[config.mk]
export PLATFORM = sky130hd
export DESIGN_NAME = framebuffer_arbiter_flat
export DESIGN_NICKNAME = d
export VERILOG_FILES = /design/src/rtl/framebuffer_arbiter_if.sv /design/src/rtl/framebuffer_arbiter.sv /design/src/flat_wrapper.sv
export SDC_FILE = /design/constraint.sdc
export NUM_CORES = 1
export LEC_CHECK = 0
export ABC_AREA = 1
export CAP_MARGIN = 40
export CORE_ASPECT_RATIO = 1.1
export CORE_MARGIN = 1.5
export CORE_UTILIZATION = 48
export CTS_CLUSTER_SIZE = 28
export DETAILED_ROUTE_END_ITERATION = 6
export GPL_TIMING_DRIVEN = 0
export HOLD_SLACK_MARGIN = 0.05
export PLACE_DENSITY = 0.9
export REMOVE_ABC_BUFFERS = 1
export SETUP_SLACK_MARGIN = 0.02
export SYNTH_ARGS = -nofsm -noshare
export SYNTH_HDL_FRONTEND = slang
export SYNTH_SLANG_ARGS = --single-unit
[constraint.sdc]
create_clock -name clock -period 1.6 [get_ports clock]
set_input_delay 0.24 -clock clock [delete_from_list [all_inputs] [get_ports clock]]
set_output_delay 0.24 -clock clock [all_outputs]
set_load 0.02 [all_outputs]
[src/rtl/framebuffer_arbiter_if.sv]
// Port bundle between the framebuffer arbiter, its three clients and the single-port RAM.
// The arbiter connects to the slave modport; the environment drives the master modport.
interface framebuffer_arbiter_if;
  logic        vid_req;
  logic [18:0] vid_address;
  logic        vid_ack;
  logic [2:0]  vid_data;
  logic        vid_valid;

  logic        gl_req;
  logic        gl_write_enabled;
  logic [18:0] gl_address;
  logic [2:0]  gl_write_data;
  logic        gl_ready;
  logic [2:0]  gl_read_data;
  logic        gl_read_valid;

  logic        clear_start;
  logic [2:0]  clear_color;
  logic        clear_busy;
  logic        clear_done;

  logic [18:0] ram_address;
  logic        ram_write_enabled;
  logic [2:0]  ram_write_data;
  logic [2:0]  ram_read_data;

  modport slave (
    input  vid_req, vid_address, gl_req, gl_write_enabled, gl_address, gl_write_data,
           clear_start, clear_color, ram_read_data,
    output vid_ack, vid_data, vid_valid, gl_ready, gl_read_data, gl_read_valid,
           clear_busy, clear_done, ram_address, ram_write_enabled, ram_write_data
  );

  modport master (
    output vid_req, vid_address, gl_req, gl_write_enabled, gl_address, gl_write_data,
           clear_start, clear_color, ram_read_data,
    input  vid_ack, vid_data, vid_valid, gl_ready, gl_read_data, gl_read_valid,
           clear_busy, clear_done, ram_address, ram_write_enabled, ram_write_data
  );
endinterface

[src/rtl/framebuffer_arbiter.sv]
// Shares the single-port framebuffer RAM between video scanout, game logic and a clear engine.
// Video has priority, bounded by a streak limit; reads return to their issuer two cycles later.
module framebuffer_arbiter #(
  parameter int unsigned PIXELS           = 76800,
  parameter int unsigned MAX_VIDEO_STREAK = 3
) (
  input logic                  clock,
  input logic                  reset,
  framebuffer_arbiter_if.slave bus
);

  localparam int unsigned CntW    = $clog2(PIXELS);
  localparam int unsigned StreakW = $clog2(MAX_VIDEO_STREAK + 1);

  localparam logic [18:0]        PixLimit  = 19'(PIXELS);
  localparam logic [CntW-1:0]    LastCnt   = CntW'(PIXELS - 1);
  localparam logic [StreakW-1:0] StreakMax = StreakW'(MAX_VIDEO_STREAK);

  typedef enum logic [0:0] {StIdle, StClear} state_e;
  typedef enum logic [1:0] {TagNone, TagVid, TagGl} tag_e;

  state_e              state_q, state_d;
  logic [StreakW-1:0]  streak_q, streak_d;
  logic [CntW-1:0]     cnt_q, cnt_d;
  logic [2:0]          color_q, color_d;
  logic                done_q, done_d;
  logic [18:0]         addr_q, addr_d;
  logic                we_q, we_d;
  logic [2:0]          wd_q, wd_d;
  tag_e                tag1_q, tag1_d, tag2_q;
  logic                oor1_q, oor1_d, oor2_q;

  logic other_pend, vid_win, gl_win, clr_win;

  always_ff @(posedge clock or negedge reset) begin
    if (!reset) begin
      state_q  <= StIdle;
      streak_q <= '0;
      cnt_q    <= '0;
      color_q  <= '0;
      done_q   <= 1'b0;
      addr_q   <= '0;
      we_q     <= 1'b0;
      wd_q     <= '0;
      tag1_q   <= TagNone;
      tag2_q   <= TagNone;
      oor1_q   <= 1'b0;
      oor2_q   <= 1'b0;
    end else begin
      state_q  <= state_d;
      streak_q <= streak_d;
      cnt_q    <= cnt_d;
      color_q  <= color_d;
      done_q   <= done_d;
      addr_q   <= addr_d;
      we_q     <= we_d;
      wd_q     <= wd_d;
      tag1_q   <= tag1_d;
      tag2_q   <= tag1_q;
      oor1_q   <= oor1_d;
      oor2_q   <= oor1_q;
    end
  end

  always_comb begin
    state_d  = state_q;
    streak_d = '0;
    cnt_d    = cnt_q;
    color_d  = color_q;
    done_d   = 1'b0;
    addr_d   = addr_q;
    we_d     = 1'b0;
    wd_d     = wd_q;
    tag1_d   = TagNone;
    oor1_d   = 1'b0;

    // In CLEAR the clear engine always has a write waiting.
    other_pend = (state_q == StClear) || bus.gl_req;
    // Grants are gated by reset so the combinational acks read 0 while reset is held.
    vid_win = reset && bus.vid_req && !((streak_q == StreakMax) && other_pend);
    gl_win  = reset && (state_q == StIdle) && bus.gl_req && !vid_win;
    clr_win = reset && (state_q == StClear) && !vid_win;

    if (vid_win && other_pend) begin
      streak_d = (streak_q == StreakMax) ? streak_q : streak_q + 1'b1;
    end

    if (vid_win) begin
      addr_d = bus.vid_address;
      tag1_d = TagVid;
      oor1_d = (bus.vid_address >= PixLimit);
    end else if (gl_win) begin
      addr_d = bus.gl_address;
      wd_d   = bus.gl_write_data;
      if (bus.gl_write_enabled) begin
        we_d = (bus.gl_address < PixLimit);
      end else begin
        tag1_d = TagGl;
        oor1_d = (bus.gl_address >= PixLimit);
      end
    end else if (clr_win) begin
      addr_d = 19'(cnt_q);
      we_d   = 1'b1;
      wd_d   = color_q;
      cnt_d  = cnt_q + 1'b1;
      if (cnt_q == LastCnt) begin
        state_d = StIdle;
        done_d  = 1'b1;
      end
    end

    if ((state_q == StIdle) && bus.clear_start) begin
      state_d = StClear;
      color_d = bus.clear_color;
      cnt_d   = '0;
    end
  end

  always_comb begin
    bus.vid_ack           = vid_win;
    bus.gl_ready          = gl_win;
    bus.vid_valid         = (tag2_q == TagVid);
    bus.gl_read_valid     = (tag2_q == TagGl);
    bus.vid_data          = (bus.vid_valid && !oor2_q) ? bus.ram_read_data : 3'b000;
    bus.gl_read_data      = (bus.gl_read_valid && !oor2_q) ? bus.ram_read_data : 3'b000;
    bus.clear_busy        = (state_q == StClear);
    bus.clear_done        = done_q;
    bus.ram_address       = addr_q;
    bus.ram_write_enabled = we_q;
    bus.ram_write_data    = wd_q;
  end

endmodule

[src/flat_wrapper.sv]
// flat-port wrapper written by rule: the top's interface ports become plain ports
module framebuffer_arbiter_flat 
#(
  parameter int unsigned PIXELS           = 76800,
  parameter int unsigned MAX_VIDEO_STREAK = 3
)
  (clock, reset, bus_vid_req, bus_vid_address, bus_gl_req, bus_gl_write_enabled, bus_gl_address, bus_gl_write_data, bus_clear_start, bus_clear_color, bus_ram_read_data, bus_vid_ack, bus_vid_data, bus_vid_valid, bus_gl_ready, bus_gl_read_data, bus_gl_read_valid, bus_clear_busy, bus_clear_done, bus_ram_address, bus_ram_write_enabled, bus_ram_write_data);
  framebuffer_arbiter_if bus_i ();
  input logic clock;
  input logic reset;
  input wire logic [$bits(bus_i.vid_req)-1:0] bus_vid_req;
  input wire logic [$bits(bus_i.vid_address)-1:0] bus_vid_address;
  input wire logic [$bits(bus_i.gl_req)-1:0] bus_gl_req;
  input wire logic [$bits(bus_i.gl_write_enabled)-1:0] bus_gl_write_enabled;
  input wire logic [$bits(bus_i.gl_address)-1:0] bus_gl_address;
  input wire logic [$bits(bus_i.gl_write_data)-1:0] bus_gl_write_data;
  input wire logic [$bits(bus_i.clear_start)-1:0] bus_clear_start;
  input wire logic [$bits(bus_i.clear_color)-1:0] bus_clear_color;
  input wire logic [$bits(bus_i.ram_read_data)-1:0] bus_ram_read_data;
  output wire logic [$bits(bus_i.vid_ack)-1:0] bus_vid_ack;
  output wire logic [$bits(bus_i.vid_data)-1:0] bus_vid_data;
  output wire logic [$bits(bus_i.vid_valid)-1:0] bus_vid_valid;
  output wire logic [$bits(bus_i.gl_ready)-1:0] bus_gl_ready;
  output wire logic [$bits(bus_i.gl_read_data)-1:0] bus_gl_read_data;
  output wire logic [$bits(bus_i.gl_read_valid)-1:0] bus_gl_read_valid;
  output wire logic [$bits(bus_i.clear_busy)-1:0] bus_clear_busy;
  output wire logic [$bits(bus_i.clear_done)-1:0] bus_clear_done;
  output wire logic [$bits(bus_i.ram_address)-1:0] bus_ram_address;
  output wire logic [$bits(bus_i.ram_write_enabled)-1:0] bus_ram_write_enabled;
  output wire logic [$bits(bus_i.ram_write_data)-1:0] bus_ram_write_data;
  assign bus_i.vid_req = bus_vid_req;
  assign bus_i.vid_address = bus_vid_address;
  assign bus_i.gl_req = bus_gl_req;
  assign bus_i.gl_write_enabled = bus_gl_write_enabled;
  assign bus_i.gl_address = bus_gl_address;
  assign bus_i.gl_write_data = bus_gl_write_data;
  assign bus_i.clear_start = bus_clear_start;
  assign bus_i.clear_color = bus_clear_color;
  assign bus_i.ram_read_data = bus_ram_read_data;
  assign bus_vid_ack = bus_i.vid_ack;
  assign bus_vid_data = bus_i.vid_data;
  assign bus_vid_valid = bus_i.vid_valid;
  assign bus_gl_ready = bus_i.gl_ready;
  assign bus_gl_read_data = bus_i.gl_read_data;
  assign bus_gl_read_valid = bus_i.gl_read_valid;
  assign bus_clear_busy = bus_i.clear_busy;
  assign bus_clear_done = bus_i.clear_done;
  assign bus_ram_address = bus_i.ram_address;
  assign bus_ram_write_enabled = bus_i.ram_write_enabled;
  assign bus_ram_write_data = bus_i.ram_write_data;
  framebuffer_arbiter #(.PIXELS(PIXELS), .MAX_VIDEO_STREAK(MAX_VIDEO_STREAK)) u_core (.clock(clock), .reset(reset), .bus(bus_i));
endmodule
Yosys cells after proc, flatten, opt, wreduce, memory -nomap -nowiden:

Cells that the tools add are included.

* $add $sub $neg: 2
* $lt $le $gt $ge: 3
* equal/unequal tests: 7
* multiplexer cells: 32
* bitwise operators: 2
* reduce and logical (&&, ||, !) cells: 23

Operator list (number)
* $mux W17: 4
* $mux W19: 3
* $ge A19 B17 Y1 const B: 2
* $lt A19 B17 Y1 const B: 1
* $add A17 B1 Y17 const B: 1
* $eq A17 B17 Y1 const B: 1
* $mux W1: 16
* $logic_and A1 B1 Y1: 12
* $mux W3: 4
* $mux W2: 5
* $reduce_bool A2 Y1: 3
* $eq A2 B2 Y1 const B: 2
* $ne A2 B1 Y1 const B: 2
* $reduce_and A4 Y1: 1
* $logic_not A1 Y1: 3
* $reduce_and A3 Y1: 1
* $reduce_bool A3 Y1: 1
* $add A2 B1 Y2 const B: 1
* $eq A2 B1 Y1 const B: 1
* $ne A2 B2 Y1 const B: 1
* $not A1 Y1: 2
* $reduce_and A2 Y1: 1
* $logic_or A1 B1 Y1: 1

* bits in registers: 53
* input bits: 53
* output and inout port bits: 35
* logic and storage cells: 81

Depth between registers and ports, before layout:

Gate-level depths: netlist of run 1.

* depth after elaboration: 10
* gate-level depth with buffers: 10
* mapped depth without buffers: 9

Least setup slack after synthesis of run 1:

Ideal clock, no wire load.

* path type: register -> register
* start: reg u_core.state_q (netlist: u_core.bus.clear_busy)
* end: reg u_core.addr_q[10] (netlist: u_core.bus.ram_address[10])
* library setup time: 0.082 ns
* arrival: 1.312 ns
* required time: 1.518 ns
* setup slack: 0.206 ns
* cell stages (with the launch flop): 7
* buffers on the path: 1
* clock period less this slack: 1.394 ns
* path through: dfrtp_1 > inv_2 > nand2_4 > a21oi_4 > buf_2 > nand2_1 > a31oi_1

* longest elaborated chain between the ends: 8
* elaborated cells on any way between the ends: 14
* those cells by class: mux (2); bitwise (1); reduce/logical (11)

RTL lines
* start: declaration: RTL line framebuffer_arbiter.sv:22 `state_e state_q, state_d;`
* start signal: assignment: RTL line framebuffer_arbiter.sv:37 `state_q <= StIdle;`
* start signal: assignment: RTL line framebuffer_arbiter.sv:50 `state_q <= state_d;`
* $logic_or A1 B1 Y1 (*): RTL line framebuffer_arbiter.sv:78 `other_pend = (state_q == StClear) || bus.gl_req;`
* $logic_and A1 B1 Y1 (*): RTL line framebuffer_arbiter.sv:80 `vid_win = reset && bus.vid_req && !((streak_q == StreakMax) && other_pend);`
* $logic_not A1 Y1 (*): RTL line framebuffer_arbiter.sv:80
* $logic_and A1 B1 Y1 (*): RTL line framebuffer_arbiter.sv:80
* via bus_vid_ack: RTL line flat_wrapper.sv:20 `output wire logic [$bits(bus_i.vid_ack)-1:0] bus_vid_ack;`
* $logic_not A1 Y1: RTL line framebuffer_arbiter.sv:81, framebuffer_arbiter.sv:82
* $logic_and A1 B1 Y1: RTL line framebuffer_arbiter.sv:81 `gl_win = reset && (state_q == StIdle) && bus.gl_req && !vid_win;`
* $mux W19: RTL line framebuffer_arbiter.sv:92 `end else if (gl_win) begin`
* $mux W19: RTL line framebuffer_arbiter.sv:88 `if (vid_win) begin`
* end signal: assignment: RTL line framebuffer_arbiter.sv:55 `addr_q <= addr_d;`
* end: declaration: RTL line framebuffer_arbiter.sv:27 `logic [18:0] addr_q, addr_d;`

The timed path passes the listed nets; every way through them passes the cells marked *.
A chain may end at the register's enable or synchronous reset.

Worst setup path after layout of run 1:

* start: reg u_core.state_q (netlist: u_core.bus.clear_busy)
* end: out bus_gl_ready

* longest elaborated chain between the ends: 6
* elaborated cells on any way between the ends: 9
* those cells by class: bitwise (1); reduce/logical (8)

RTL lines
* $logic_or A1 B1 Y1: RTL line framebuffer_arbiter.sv:78
* $logic_and A1 B1 Y1: RTL line framebuffer_arbiter.sv:80
* $logic_not A1 Y1: RTL line framebuffer_arbiter.sv:80
* $logic_and A1 B1 Y1: RTL line framebuffer_arbiter.sv:80
* $logic_not A1 Y1: RTL line framebuffer_arbiter.sv:81
* $logic_and A1 B1 Y1 (*): RTL line framebuffer_arbiter.sv:81
* end: declaration: RTL line flat_wrapper.sv:23 `output wire logic [$bits(bus_i.gl_ready)-1:0] bus_gl_ready;`

Mark *: on every way between the ends. The rest lies on a longest branch, timed or not.

==> results of run 1 <==
-- Yosys cell counts --
master    count  area share, %
clkinv_1      1           0.12
inv_4         1           0.20
inv_1        37            4.4
nand3_4       2            1.1
o21ai_1       3           0.48
xor2_1        2           0.56
nand2_2       2           0.40
nor3_1        1           0.16
inv_2         5           0.60
o211ai_1      2           0.48
nor2_2        3           0.60
nand4_1      11            2.2
nand2_1     168             20
nor2_4        1           0.36
a21oi_4       1           0.52
xnor2_1       1           0.28
buf_4         3           0.72
o21bai_2      1           0.36
clkbuf_2      1           0.16
a21oi_1       4           0.64
a31oi_2       4            1.6
nand3_1      30            4.8
and3_1        1           0.20
ha_1          2           0.80
o31ai_1       2           0.48
buf_6         7            2.5
dfrtp_1      53             42
a31oi_1      13            2.6
o21ai_0       7            1.1
nor2_1       53            6.3
a21boi_0      1           0.24
or2_2         1           0.20
nand2_4       4            1.4
buf_2         6           0.96
-- metal layers --
| layer | vias up | wire, um | GRT usage (%) |
|---|---|---|---|
| met5 | - | 0 | 0 |
| met4 | 0 | 424 | 12.85 |
| met3 | 44 | 1003 | 4.271 |
| met2 | 258 | 4970 | 44.46 |
| met1 | 1586 | 3504 | 31.12 |
| li1 | 1587 | - | - |
-- power by group through the flow --
stage          clock, mW  sequential [mW]  combinational, mW
2_1_floorplan          0             1.85              0.470
3_3_place_gp           0             1.72               1.10
3_5_place_dp           0             1.73               1.15
4_1_cts            0.756             1.70               1.19
5_1_grt            0.826             1.74               1.36
6_report           0.759             1.72               1.27
-- critical path, stage by stage, from the launching register on --
cell     delay, ps
dfrtp_1        420
inv_4          100
nand2_4         80
a21oi_4        190
buf_6          140
nor2_4          40
buf_6          140
-- final timing paths --
kind	end	cells after the start	start
worst max-delay path	bus_gl_ready	6	u_core.bus.clear_busy$_DFFE_PN0P_
worst min-delay path	u_core.tag1_q[0]$_DFF_PN0_	3	reset
worst max register to register	u_core.cnt_q[4]$_DFFE_PN0P_	8	u_core.bus.clear_busy$_DFFE_PN0P_
worst min register to register	u_core.oor2_q$_DFF_PN0_	0	u_core.oor1_q$_DFF_PN0_
max in group asynchronous	u_core.streak_q[0]$_DFFE_PN0P_	3	reset
min in group asynchronous	u_core.bus.ram_address[9]$_DFFE_PN0P_	2	reset
-- cell families (layout without fill, tap and decap cells) --
| family | count (synthesis) | after routing | synth area share (%) |
|---|---|---|---|
| AO/OA/AOI/OAI | 38 | 39 | 8.496 |
| XOR/XNOR | 3 | 3 | 0.8378 |
| buffers and inverters | 61 | 155 | 9.693 |
| adder cells (fa/ha/maj) | 2 | 2 | 0.7976 |
| AND/OR/NAND/NOR | 277 | 280 | 37.89 |
| flip-flops | 53 | 53 | 42.28 |
-- through the flow --
step	cells	cell area (sq um)	setup WS [ps]	TNS, ps
after floorplan	417	3000	-20.86	-20.86
after global placement	584	3971	-2867	-189740
after detailed placement	585	3986	-814.4	-20870
after CTS	603	4198	-75.22	-392.3
after global routing	612	4327	-79.11	-129.8
final	612	4327	-43.36	-43.36
-- final cells by class --
cell class	instances	area (sq um)
Fill cell	436	1904
Multi-Input combinational cell	324	1640
Sequential cell	53	1326
Timing Repair Buffer	103	991.0
Inverter	44	181.4
Tap cell	80	100.1
Clock buffer	6	72.57
Clock inverter	2	15.01
-- registers in the layout (all words and copies together), names as in the netlist --
name and flops:
u_core.tag1_q 2, u_core.color_q 3, u_core.bus.ram_write_enabled 1, u_core.cnt_q 17, u_core.tag2_q 2, u_core.bus.clear_done 1, u_core.oor1_q 1, u_core.bus.clear_busy 1
u_core.streak_q 2, u_core.bus.ram_address 19, u_core.bus.ram_write_data 3, u_core.oor2_q 1
-- timing repair --
item | in CTS | in global routing
endpoints found under the setup margin | 52 | 54
gates resized for setup | 39 | 24
pin swaps | 4 | 2
cloned | 2 | 2
setup buffers | 6 | 6
hold buffers | 2 | 0
hold endpoints to repair | 21 | 0
==> flow_summary.html, run 1 <==
<table>
<tr><th>Metric</th><th>Value</th></tr>
<tr><th colspan="2">Status</th></tr>
<tr><td>Status</td><td>finished, violations left</td></tr>
<tr><td>Violated checks</td><td>negative setup slack</td></tr>
<tr><th colspan="2">STA</th></tr>
<tr><td>Worst relative slew slack</td><td>74.17%</td></tr>
<tr><td>Fin crit period</td><td>1643 ps</td></tr>
<tr><td>Final worst hold slack</td><td>366.6 ps</td></tr>
<tr><td>Clock tree skew after final layout</td><td>12.27 ps</td></tr>
<tr><td>Transition time of the tightest slew-check pin</td><td>386.6 ps</td></tr>
<tr><td>Fin worst setup slack</td><td>-43.36 ps</td></tr>
<tr><td>Final worst-path cycle share</td><td>102.7%</td></tr>
<tr><td>Setup repair after global routing missed its margin</td><td>true</td></tr>
<tr><td>Count of endpoints failing hold in the final timing report</td><td>0</td></tr>
<tr><td>Achievable Freq</td><td>0.6085 GHz</td></tr>
<tr><td>Setup-violating endpoint count in the final report</td><td>1</td></tr>
<tr><td>Fin. max-slew vios</td><td>0</td></tr>
<tr><th colspan="2">Power</th></tr>
<tr><td>Power density normalized to cell area</td><td>864.9 mW/mm^2</td></tr>
<tr><td>Cell internal power dissipation</td><td>2.432 mW</td></tr>
<tr><td>Net switching fraction of the power</td><td>35.03%</td></tr>
<tr><td>Sequential share of power</td><td>45.9%</td></tr>
<tr><td>Clk pwr share</td><td>20.3%</td></tr>
<tr><td>Switching component of the power</td><td>1.311 mW</td></tr>
<tr><td>Leakage power of the design</td><td>2.072 nW</td></tr>
<tr><td>Power, Total</td><td>3.742 mW</td></tr>
<tr><td>Peak supply drop</td><td>485.4 uV</td></tr>
<tr><td>Logic gate share of total power</td><td>33.8%</td></tr>
<tr><th colspan="2">Clocking</th></tr>
<tr><td>Clock tree from TritonCTS</td><td>built</td></tr>
<tr><td>Maximum buffer depth of the clock tree</td><td>2</td></tr>
<tr><td>Clock transition at the registers of the reported paths</td><td>100 ps</td></tr>
<tr><td>CTS root buf</td><td>clkbuf_8</td></tr>
<tr><td>H-tree lvl count</td><td>2</td></tr>
<tr><td>Total number of clock tree sinks</td><td>53</td></tr>
<tr><td>Clock latency on the worst-skew pair</td><td>310 ps</td></tr>
<tr><td>TritonCTS buffer count</td><td>5</td></tr>
<tr><th colspan="2">Global routing</th></tr>
<tr><td>Remaining Overflow, GRT</td><td>0</td></tr>
<tr><td>Largest net degree at the start of global routing</td><td>33</td></tr>
<tr><td>Antenna violations before repair</td><td>0</td></tr>
<tr><td>Overall Global Routing Usage</td><td>25.78%</td></tr>
<tr><td>Global-route wire length before repair</td><td>14.13 mm</td></tr>
<tr><td>Via count of the first global-routing pass</td><td>3085</td></tr>
<tr><th colspan="2">Synthesis</th></tr>
<tr><td>Seq cells post-synth</td><td>53</td></tr>
<tr><td>Average instance area after synthesis</td><td>7.228 sq um</td></tr>
<tr><td>Sequential share of the synthesized area</td><td>42.28%</td></tr>
<tr><td>Number of synthesis warnings</td><td>0</td></tr>
<tr><td>Post-synthesis cell area</td><td>0.003137 sq mm</td></tr>
<tr><td>Post-synthesis instance total</td><td>434</td></tr>
<tr><td>Netlist cell types</td><td>34</td></tr>
<tr><th colspan="2">Setup path</th></tr>
<tr><td>Type of the worst setup path</td><td>register to primary output</td></tr>
<tr><td>Arrival time worst endpoint</td><td>1400 ps</td></tr>
<tr><td>Setup crit end kind</td><td>primary output</td></tr>
<tr><td>Startpoint kind of the worst setup timing path</td><td>register</td></tr>
<tr><td>Data required time of the worst path</td><td>1360 ps</td></tr>
<tr><td>Slack of the worst reg-to-reg path</td><td>30 ps</td></tr>
<tr><td>Maximum fanout along the worst path</td><td>4</td></tr>
<tr><th colspan="2">Place</th></tr>
<tr><td>Placer congestion estimate</td><td>0.9142</td></tr>
<tr><td>HPWL reported at the end of detailed placement</td><td>5.909 mm</td></tr>
<tr><td>Port Buffer Count</td><td>87</td></tr>
<tr><th colspan="2">Cells and area</th></tr>
<tr><td>Number of nets in the layout</td><td>586</td></tr>
<tr><td>Inserted Diodes</td><td>0</td></tr>
<tr><td>Area added between synthesis and finish</td><td>37.93%</td></tr>
<tr><td>Fraction of the core area covered by cells at the end of the flow</td><td>69.44%</td></tr>
<tr><td>Commonest cells after routing, fill and taps aside</td><td>166 x nand2_1, 73 x clkdlybuf4s50_1, 53 x dfrtp_1</td></tr>
<tr><td>Layout cells sized above 1</td><td>12.41%</td></tr>
<tr><td>Leading cell type in the layout, fill and taps excluded</td><td>nand2_1</td></tr>
<tr><th colspan="2">Detailed routing</th></tr>
<tr><td>Final routed wirelength across all metal layers</td><td>9.903 mm</td></tr>
<tr><td>Vias after detailed routing</td><td>3475</td></tr>
<tr><td>Via/cell ratio</td><td>5.678</td></tr>
<tr><td>Routed wire length per instance</td><td>16.18 um</td></tr>
<tr><td>Final ANT Viol Nets</td><td>0</td></tr>
<tr><td>Total DRC errors in the routed layout</td><td>0</td></tr>
<tr><td>Initial detailed-routing violation count</td><td>382</td></tr>
<tr><td>Router iterations before antenna repair</td><td>7</td></tr>
<tr><th colspan="2">Floorplan</th></tr>
<tr><td>Horiz. Die Dim</td><td>80.08 um</td></tr>
<tr><td>Number of placement rows</td><td>30</td></tr>
<tr><td>Top Ports</td><td>88</td></tr>
<tr><td>Die Area</td><td>0.007029 sq mm</td></tr>
<tr><td>Vert. Die Dim</td><td>87.79 um</td></tr>
<tr><td>Effective utilization at floorplan</td><td>50.34%</td></tr>
<tr><td>Floorplan core area</td><td>0.006231 sq mm</td></tr>
<tr><th colspan="2">Run</th></tr>
<tr><td>Number of max-cap violations</td><td>0</td></tr>
<tr><th colspan="2">Hold path</th></tr>
<tr><td>Hold Crit Class</td><td>input port to register</td></tr>
</table>
Power figures use the tool's default switching activity.
==> run 2: changes to the inputs <==
Settings changed: CAP_MARGIN 40 to unset, GPL_TIMING_DRIVEN 0 to unset.
==> flow_summary.html, run 2 (synthesis gave the netlist of run 1 again) <==
<table>
<tr><th>Metric</th><th>Value</th></tr>
<tr><th colspan="2">Status</th></tr>
<tr><td>Status</td><td>finished, violations left</td></tr>
<tr><td>Violated checks</td><td>design-rule violations</td></tr>
<tr><th colspan="2">Power</th></tr>
<tr><td>Power density normalized to cell area</td><td>872.6 mW/mm^2 (+0.88%)</td></tr>
<tr><td>Power, Total</td><td>3.834 mW (+2.5%)</td></tr>
<tr><td>Peak supply drop</td><td>477.0 uV (-1.7%)</td></tr>
<tr><td>Leakage power of the design</td><td>2.158 nW (+4.1%)</td></tr>
<tr><th colspan="2">Clocking</th></tr>
<tr><td>TritonCTS buffer count</td><td>5 (unchanged)</td></tr>
<tr><td>Total number of clock tree sinks</td><td>53 (unchanged)</td></tr>
<tr><td>H-tree lvl count</td><td>2 (unchanged)</td></tr>
<tr><td>CTS root buf</td><td>clkbuf_8</td></tr>
<tr><td>Clock latency on the worst-skew pair</td><td>300 ps (about the same)</td></tr>
<tr><td>Maximum buffer depth of the clock tree</td><td>2 (unchanged)</td></tr>
<tr><td>Clock transition at the registers of the reported paths</td><td>90 ps (about the same)</td></tr>
<tr><td>Clock tree from TritonCTS</td><td>built</td></tr>
<tr><th colspan="2">STA</th></tr>
<tr><td>Fin. max-slew vios</td><td>0 (unchanged)</td></tr>
<tr><td>Setup TNS</td><td>0 ps (+43.36 ps)</td></tr>
<tr><td>Achievable Freq</td><td>0.6319 GHz (+3.9%)</td></tr>
<tr><td>Final worst-path cycle share</td><td>98.90% (-3.8 points)</td></tr>
<tr><td>Transition time of the tightest slew-check pin</td><td>633.9 ps (+247.2 ps)</td></tr>
<tr><td>Worst relative slew slack</td><td>57.74% (-16 points)</td></tr>
<tr><td>Setup repair after global routing missed its margin</td><td>true</td></tr>
<tr><td>Clock tree skew after final layout</td><td>3.704 ps (-8.568 ps)</td></tr>
<tr><td>Fin crit period</td><td>1582 ps (-60.95 ps)</td></tr>
<tr><td>Count of endpoints failing hold in the final timing report</td><td>0 (unchanged)</td></tr>
<tr><td>Setup-violating endpoint count in the final report</td><td>0 (-1)</td></tr>
<tr><th colspan="2">Cells and area</th></tr>
<tr><td>Area added between synthesis and finish</td><td>40.09%</td></tr>
<tr><td>Flip-flop count of the largest register after layout</td><td>19 (unchanged)</td></tr>
<tr><td>Fill cell count</td><td>478 (+9.6%)</td></tr>
<tr><td>Leading cell type in the layout, fill and taps excluded</td><td>nand2_1</td></tr>
<tr><td>Commonest cells after routing, fill and taps aside</td><td>167 x nand2_1, 73 x clkdlybuf4s50_1, 53 x dfrtp_1</td></tr>
<tr><td>Number of nets in the layout</td><td>596 (+1.7%)</td></tr>
<tr><td>Inserted Diodes</td><td>0 (unchanged)</td></tr>
<tr><td>Layout cells sized above 1</td><td>14.21% (+1.8 points)</td></tr>
<tr><th colspan="2">Detailed routing</th></tr>
<tr><td>Final ANT Viol Nets</td><td>0 (unchanged)</td></tr>
<tr><td>Router iterations before antenna repair</td><td>7 (unchanged)</td></tr>
<tr><td>Initial detailed-routing violation count</td><td>220 (-42%)</td></tr>
<tr><td>Routed wire length per instance</td><td>14.91 um (-7.9%)</td></tr>
<tr><td>Via/cell ratio</td><td>5.359 (-5.6%)</td></tr>
<tr><td>Total DRC errors in the routed layout</td><td>1 (+1)</td></tr>
<tr><td>Final routed wirelength across all metal layers</td><td>9.271 mm (-6.4%)</td></tr>
<tr><td>Vias after detailed routing</td><td>3333 (-4.1%)</td></tr>
<tr><th colspan="2">Setup path</th></tr>
<tr><td>Type of the worst setup path</td><td>register to primary output</td></tr>
<tr><td>Setup crit end kind</td><td>primary output</td></tr>
<tr><td>Data required time of the worst path</td><td>1360 ps (about the same)</td></tr>
<tr><td>Worst-case reg-to-reg path depth</td><td>6 (-2)</td></tr>
<tr><td>Maximum fanout along the worst path</td><td>2 (-2)</td></tr>
<tr><td>Startpoint kind of the worst setup timing path</td><td>register</td></tr>
<tr><td>Arrival time worst endpoint</td><td>1340 ps (-60 ps)</td></tr>
<tr><th colspan="2">Place</th></tr>
<tr><td>HPWL reported at the end of detailed placement</td><td>6.715 mm (+14%)</td></tr>
<tr><td>Port Buffer Count</td><td>87 (unchanged)</td></tr>
<tr><td>Placer congestion estimate</td><td>0.9622 (+5.3%)</td></tr>
<tr><th colspan="2">Floorplan</th></tr>
<tr><td>Effective utilization at floorplan</td><td>50.34% (unchanged)</td></tr>
<tr><td>Horiz. Die Dim</td><td>80.08 um (unchanged)</td></tr>
<tr><td>Vert. Die Dim</td><td>87.79 um (unchanged)</td></tr>
<tr><td>Floorplan core area</td><td>0.006231 sq mm (unchanged)</td></tr>
<tr><td>Number of placement rows</td><td>30 (unchanged)</td></tr>
<tr><td>Top Ports</td><td>88 (unchanged)</td></tr>
<tr><td>Die Area</td><td>0.007029 sq mm (unchanged)</td></tr>
<tr><th colspan="2">Global routing</th></tr>
<tr><td>Largest net degree at the start of global routing</td><td>51 (+55%)</td></tr>
<tr><td>Global-route wire length before repair</td><td>14.35 mm (+1.5%)</td></tr>
<tr><td>Via count of the first global-routing pass</td><td>3147 (+2.0%)</td></tr>
<tr><td>Remaining Overflow, GRT</td><td>0 (unchanged)</td></tr>
<tr><td>Overall Global Routing Usage</td><td>26.28% (+0.50 points)</td></tr>
<tr><td>Antenna violations before repair</td><td>0 (unchanged)</td></tr>
<tr><th colspan="2">Hold path</th></tr>
<tr><td>Hold Crit Class</td><td>input port to async pin</td></tr>
<tr><th colspan="2">Run</th></tr>
<tr><td>Number of max-cap violations</td><td>0 (unchanged)</td></tr>
</table>
==> run 2: changes by cell type in the layout (fill, tap and decap cells not counted), sizes merged, moves of 2 or more <==
cell,before,now
clkinvlp,3,0
buf,20,34
nand3,34,32
clkinv,0,3
==> run 2: timing repair <==
action | in CTS | in global routing
hold buffers | 1 | 0
gates cloned | 0 | 3
buffers inserted | 1 | 0
pin swaps | 2 | 1
hold endpoints to repair | 3 | 0
gates resized for setup | 34 | 21
setup endpoints to repair | 15 | 37
==> run 2: cell type report <==
type	count	area (sq um)	area share, %
Inverter	44	172.7	3.929
Tap cell	80	100.1	2.278
Sequential cell	53	1326	30.18
Multi-Input combinational cell	320	1536	34.97
Clock inverter	2	13.76	0.3132
Clock buffer	6	82.58	1.879
Timing Repair Buffer	117	1162	26.45
==> run 2: worst paths after layout <==
kind	startpoint	endpoint	slack, ps
setup / recovery	u_core.streak_q[0]$_DFFE_PN0P_	bus_vid_ack	20
hold / removal	reset	u_core.cnt_q[13]$_DFFE_PN0P_	200
setup reg to reg	u_core.streak_q[0]$_DFFE_PN0P_	u_core.bus.ram_address[6]$_DFFE_PN0P_	50
hold reg to reg	u_core.tag1_q[1]$_DFF_PN0_	u_core.tag2_q[1]$_DFF_PN0_	360
max in group asynchronous	reset	u_core.cnt_q[9]$_DFFE_PN0P_	990
min in group clock	u_core.tag1_q[1]$_DFF_PN0_	u_core.tag2_q[1]$_DFF_PN0_	360
==> run 2: metrics by stage <==
step	instance area, sq um	hold WS (ps)	cells	utilization [%]	setup slack, ps
final	4394	202.5	622	70.52	17.59
after global routing	4394	259.2	622	70.52	-29.10
after CTS	4302	217.8	619	69.04	27.55
after detailed placement	4179	311.9	609	67.07	-317.1
after global placement	4179	299.7	609	67.07	-318.1
after floorplan	3000	-55.59	417	-	-20.86
==> run 2: layer usage <==
layer  global-route usage [%]  up-vias  wire length [um]
li1                         -     1592                 -
met1                    31.08     1544              3535
met2                    48.13      168              4862
met3                    4.063       29               643
met4                    9.248        0               230
met5                        0        -                 0
==> run 2: critical path, cell delays in order, from the launching register on <==
cell	delay, ps
dfrtp_1	420
ha_4	190
a21oi_4	170
buf_6	150
buf_6	110
==> run 2: power by group <==
group	switching, mW	total, mW	internal [mW]
Clock	0.440	0.792	0.352
Sequential	0.176	1.72	1.54
Combinational	0.678	1.33	0.647
Total	1.29	3.83	2.54
==> run 3: changes to the inputs <==
Settings changed: CORE_UTILIZATION 48 to 40, PLACE_DENSITY 0.9 to 0.79.
==> flow_summary.html, run 3 (synthesis gave the netlist of run 1 again) <==
<table>
<tr><th>Metric</th><th>Value</th></tr>
<tr><th colspan="2">Status</th></tr>
<tr><td>Status</td><td>complete, no violations</td></tr>
<tr><th colspan="2">Global routing</th></tr>
<tr><td>Global-route wire length before repair</td><td>13.86 mm (-3.4%)</td></tr>
<tr><td>Antenna violations before repair</td><td>0 (unchanged)</td></tr>
<tr><td>Via count of the first global-routing pass</td><td>3002 (-4.6%)</td></tr>
<tr><td>Remaining Overflow, GRT</td><td>0 (unchanged)</td></tr>
<tr><td>Largest net degree at the start of global routing</td><td>53 (+3.9%)</td></tr>
<tr><td>Overall Global Routing Usage</td><td>20.97% (-5.3 points)</td></tr>
<tr><th colspan="2">Clocking</th></tr>
<tr><td>Clock transition at the registers of the reported paths</td><td>100 ps (about the same)</td></tr>
<tr><td>Clock tree from TritonCTS</td><td>built</td></tr>
<tr><td>CTS root buf</td><td>clkbuf_8</td></tr>
<tr><td>Clock latency on the worst-skew pair</td><td>310 ps (about the same)</td></tr>
<tr><td>Total number of clock tree sinks</td><td>53 (unchanged)</td></tr>
<tr><td>TritonCTS buffer count</td><td>5 (unchanged)</td></tr>
<tr><td>Maximum buffer depth of the clock tree</td><td>2 (unchanged)</td></tr>
<tr><td>H-tree lvl count</td><td>2 (unchanged)</td></tr>
<tr><th colspan="2">Cells and area</th></tr>
<tr><td>Leading cell type in the layout, fill and taps excluded</td><td>nand2_1</td></tr>
<tr><td>Commonest cells after routing, fill and taps aside</td><td>168 x nand2_1, 73 x clkdlybuf4s50_1, 53 x dfrtp_1</td></tr>
<tr><td>Area added between synthesis and finish</td><td>42.44%</td></tr>
<tr><td>Fill cell count</td><td>684 (+43%)</td></tr>
<tr><td>Post-Layout Inst Area</td><td>0.004468 sq mm (+1.7%)</td></tr>
<tr><td>Inserted Diodes</td><td>0 (unchanged)</td></tr>
<tr><td>Fraction of the core area covered by cells at the end of the flow</td><td>59.46% (-11 points)</td></tr>
<tr><td>Flip-flop count of the largest register after layout</td><td>19 (unchanged)</td></tr>
<tr><td>Layout cells sized above 1</td><td>14.00% (-0.21 points)</td></tr>
<tr><td>Number of nets in the layout</td><td>597 (+0.17%)</td></tr>
<tr><th colspan="2">Power</th></tr>
<tr><td>Power, Total</td><td>4.083 mW (+6.5%)</td></tr>
<tr><td>Leakage power of the design</td><td>2.180 nW (+1.0%)</td></tr>
<tr><td>Peak supply drop</td><td>404.7 uV (-15%)</td></tr>
<tr><td>Power density normalized to cell area</td><td>913.8 mW/mm^2 (+4.7%)</td></tr>
<tr><th colspan="2">Setup path</th></tr>
<tr><td>Maximum fanout along the worst path</td><td>6 (+4)</td></tr>
<tr><td>Worst-path cell chain</td><td>ha_4, a21oi_4, buf_6, buf_6</td></tr>
<tr><td>Longest individual stage delay on the worst path</td><td>420 ps (about the same)</td></tr>
<tr><td>Arrival time worst endpoint</td><td>1340 ps (about the same)</td></tr>
<tr><td>Type of the worst setup path</td><td>register to primary output</td></tr>
<tr><td>Startpoint of the worst-slack reg-to-reg timing path</td><td>u_core.streak_q[0]$_DFFE_PN0P_</td></tr>
<tr><td>Critical Path Most Common Cell</td><td>buf_6</td></tr>
<tr><td>Critical path startpoint</td><td>u_core.streak_q[0]$_DFFE_PN0P_</td></tr>
<tr><td>Data required time of the worst path</td><td>1360 ps (about the same)</td></tr>
<tr><td>Setup crit end kind</td><td>primary output</td></tr>
<tr><td>CP max stage cell</td><td>dfrtp_1</td></tr>
<tr><td>Startpoint kind of the worst setup timing path</td><td>register</td></tr>
<tr><th colspan="2">Detailed routing</th></tr>
<tr><td>Top layer in use</td><td>met4</td></tr>
<tr><td>Amount of wire on met2 after detailed routing</td><td>4.249 mm (-13%)</td></tr>
<tr><td>Detailed route wirelength on metal3</td><td>504 um (-22%)</td></tr>
<tr><td>Final routed wirelength across all metal layers</td><td>8.559 mm (-7.7%)</td></tr>
<tr><td>Vias after detailed routing</td><td>3193 (-4.2%)</td></tr>
<tr><td>Final ANT Viol Nets</td><td>0 (unchanged)</td></tr>
<tr><td>Via/cell ratio</td><td>4.927 (-8.0%)</td></tr>
<tr><td>Sum of routed wire segments on met1</td><td>3.648 mm (+3.2%)</td></tr>
<tr><td>Total DRC errors in the routed layout</td><td>0 (-1)</td></tr>
<tr><td>Initial detailed-routing violation count</td><td>253 (+15%)</td></tr>
<tr><td>Router iterations before antenna repair</td><td>5 (-2)</td></tr>
<tr><td>Routed wire length per instance</td><td>13.21 um (-11%)</td></tr>
<tr><th colspan="2">Place</th></tr>
<tr><td>HPWL reported at the end of detailed placement</td><td>6.320 mm (-5.9%)</td></tr>
<tr><td>Placer congestion estimate</td><td>0.8699 (-9.6%)</td></tr>
<tr><td>Placed instance area</td><td>0.004230 sq mm (+1.2%)</td></tr>
<tr><td>Port Buffer Count</td><td>87 (unchanged)</td></tr>
<tr><th colspan="2">Floorplan</th></tr>
<tr><td>Floorplan core area</td><td>0.007515 sq mm (+21%)</td></tr>
<tr><td>Effective utilization at floorplan</td><td>41.74% (-8.6 points)</td></tr>
<tr><td>Vert. Die Dim</td><td>95.88 um (+9.2%)</td></tr>
<tr><td>Die Area</td><td>0.008383 sq mm (+19%)</td></tr>
<tr><td>Horiz. Die Dim</td><td>87.44 um (+9.2%)</td></tr>
<tr><td>Top Ports</td><td>88 (unchanged)</td></tr>
<tr><td>Number of placement rows</td><td>33 (+10%)</td></tr>
<tr><th colspan="2">STA</th></tr>
<tr><td>Fin. max-slew vios</td><td>0 (unchanged)</td></tr>
<tr><td>Fin crit period</td><td>1578 ps (-4.740 ps)</td></tr>
<tr><td>Count of endpoints failing hold in the final timing report</td><td>0 (unchanged)</td></tr>
<tr><td>Worst relative slew slack</td><td>56.39% (-1.4 points)</td></tr>
<tr><td>Setup-violating endpoint count in the final report</td><td>0 (unchanged)</td></tr>
<tr><td>Clock tree skew after final layout</td><td>9.756 ps (+6.051 ps)</td></tr>
<tr><td>Achievable Freq</td><td>0.6338 GHz (+0.30%)</td></tr>
<tr><td>Setup repair after global routing missed its margin</td><td>true</td></tr>
<tr><td>Final worst-path cycle share</td><td>98.60% (-0.30 points)</td></tr>
<tr><td>Transition time of the tightest slew-check pin</td><td>654.2 ps (+20.27 ps)</td></tr>
<tr><th colspan="2">Run</th></tr>
<tr><td>Number of max-cap violations</td><td>0 (unchanged)</td></tr>
<tr><th colspan="2">Hold path</th></tr>
<tr><td>Hold Crit Class</td><td>input port to async pin</td></tr>
</table>
[run 3: cell count changes in the layout (fill, tap and decap cells not counted), moves of 2 or more]
cell / before / now
nand2_2: 3 / 1
a31oi_1: 11 / 13
bufinv_16: 0 / 2
clkbuf_16: 3 / 1
a31oi_2: 6 / 4
[run 3: routing by layer]
metal  track usage (%)  vias to the layer above
met5                 0                        -
met4             7.011                        0
met3             3.602                       10
met2             36.92                      112
met1             25.93                     1479
li1                  -                     1592
[run 3: metrics by stage]
step | hold slack [ps] | worst slack (ps) | setup TNS (ps) | std cells
2_1_floorplan | -55.59 | -20.86 | -20.86 | 417
3_3_place_gp | 173.9 | -354.1 | -5984 | 635
3_5_place_dp | 170.7 | -363.4 | -7020 | 635
4_1_cts | 250.2 | 21.68 | 0 | 645
5_1_grt | 292.2 | -35.96 | -92.15 | 648
6_report | 224.2 | 22.33 | 0 | 648
[run 3: what timing repair did]
item | CTS | global route
pin swaps | 2 | 0
hold endpoints to repair | 1 | 0
cloned | 1 | 1
endpoints found under the setup margin | 21 | 39
hold buffers | 1 | 0
buffers inserted | 0 | 2
resized for setup | 37 | 18
[run 3: final timing paths]
path / to / slack, ps / cells after the start
max in group asynchronous: u_core.cnt_q[8]$_DFFE_PN0P_ / 940 / 3
hold reg to reg: u_core.tag2_q[1]$_DFF_PN0_ / 360 / 0
setup / recovery: bus_vid_ack / 20 / 4
setup reg to reg: u_core.bus.ram_address[17]$_DFFE_PN0P_ / 70 / 10
hold / removal: u_core.bus.clear_done$_DFF_PN0_ / 220 / 3
min in group clock: u_core.tag2_q[1]$_DFF_PN0_ / 360 / 0
[run 3: layout make-up]
cell class	instances	area (sq um)	area share, %
flip-flops and latches	53	1326	29.68
multi-input cells	320	1529	34.22
repair buffers	118	1175	26.30
clock buffers	5	68.82	1.540
well taps	105	131.4	2.940
clock inverters	3	65.06	1.456
inverters	44	172.7	3.864
[run 3: power by group]
group | switching, mW | internal, mW | leakage, nW
clock network | 0.445 | 0.621 | 0.0681
logic | 0.657 | 0.646 | 1.43
registers | 0.172 | 1.54 | 0.682
[run 3: critical path, delay by kind of cell, from the launching register on]
kind | cells | cell delay [ps]
AO/OA/AOI/OAI | 1 | 150
flip-flops | 1 | 420
buffers and inverters | 2 | 280
adder cells (fa/ha/maj) | 1 | 180
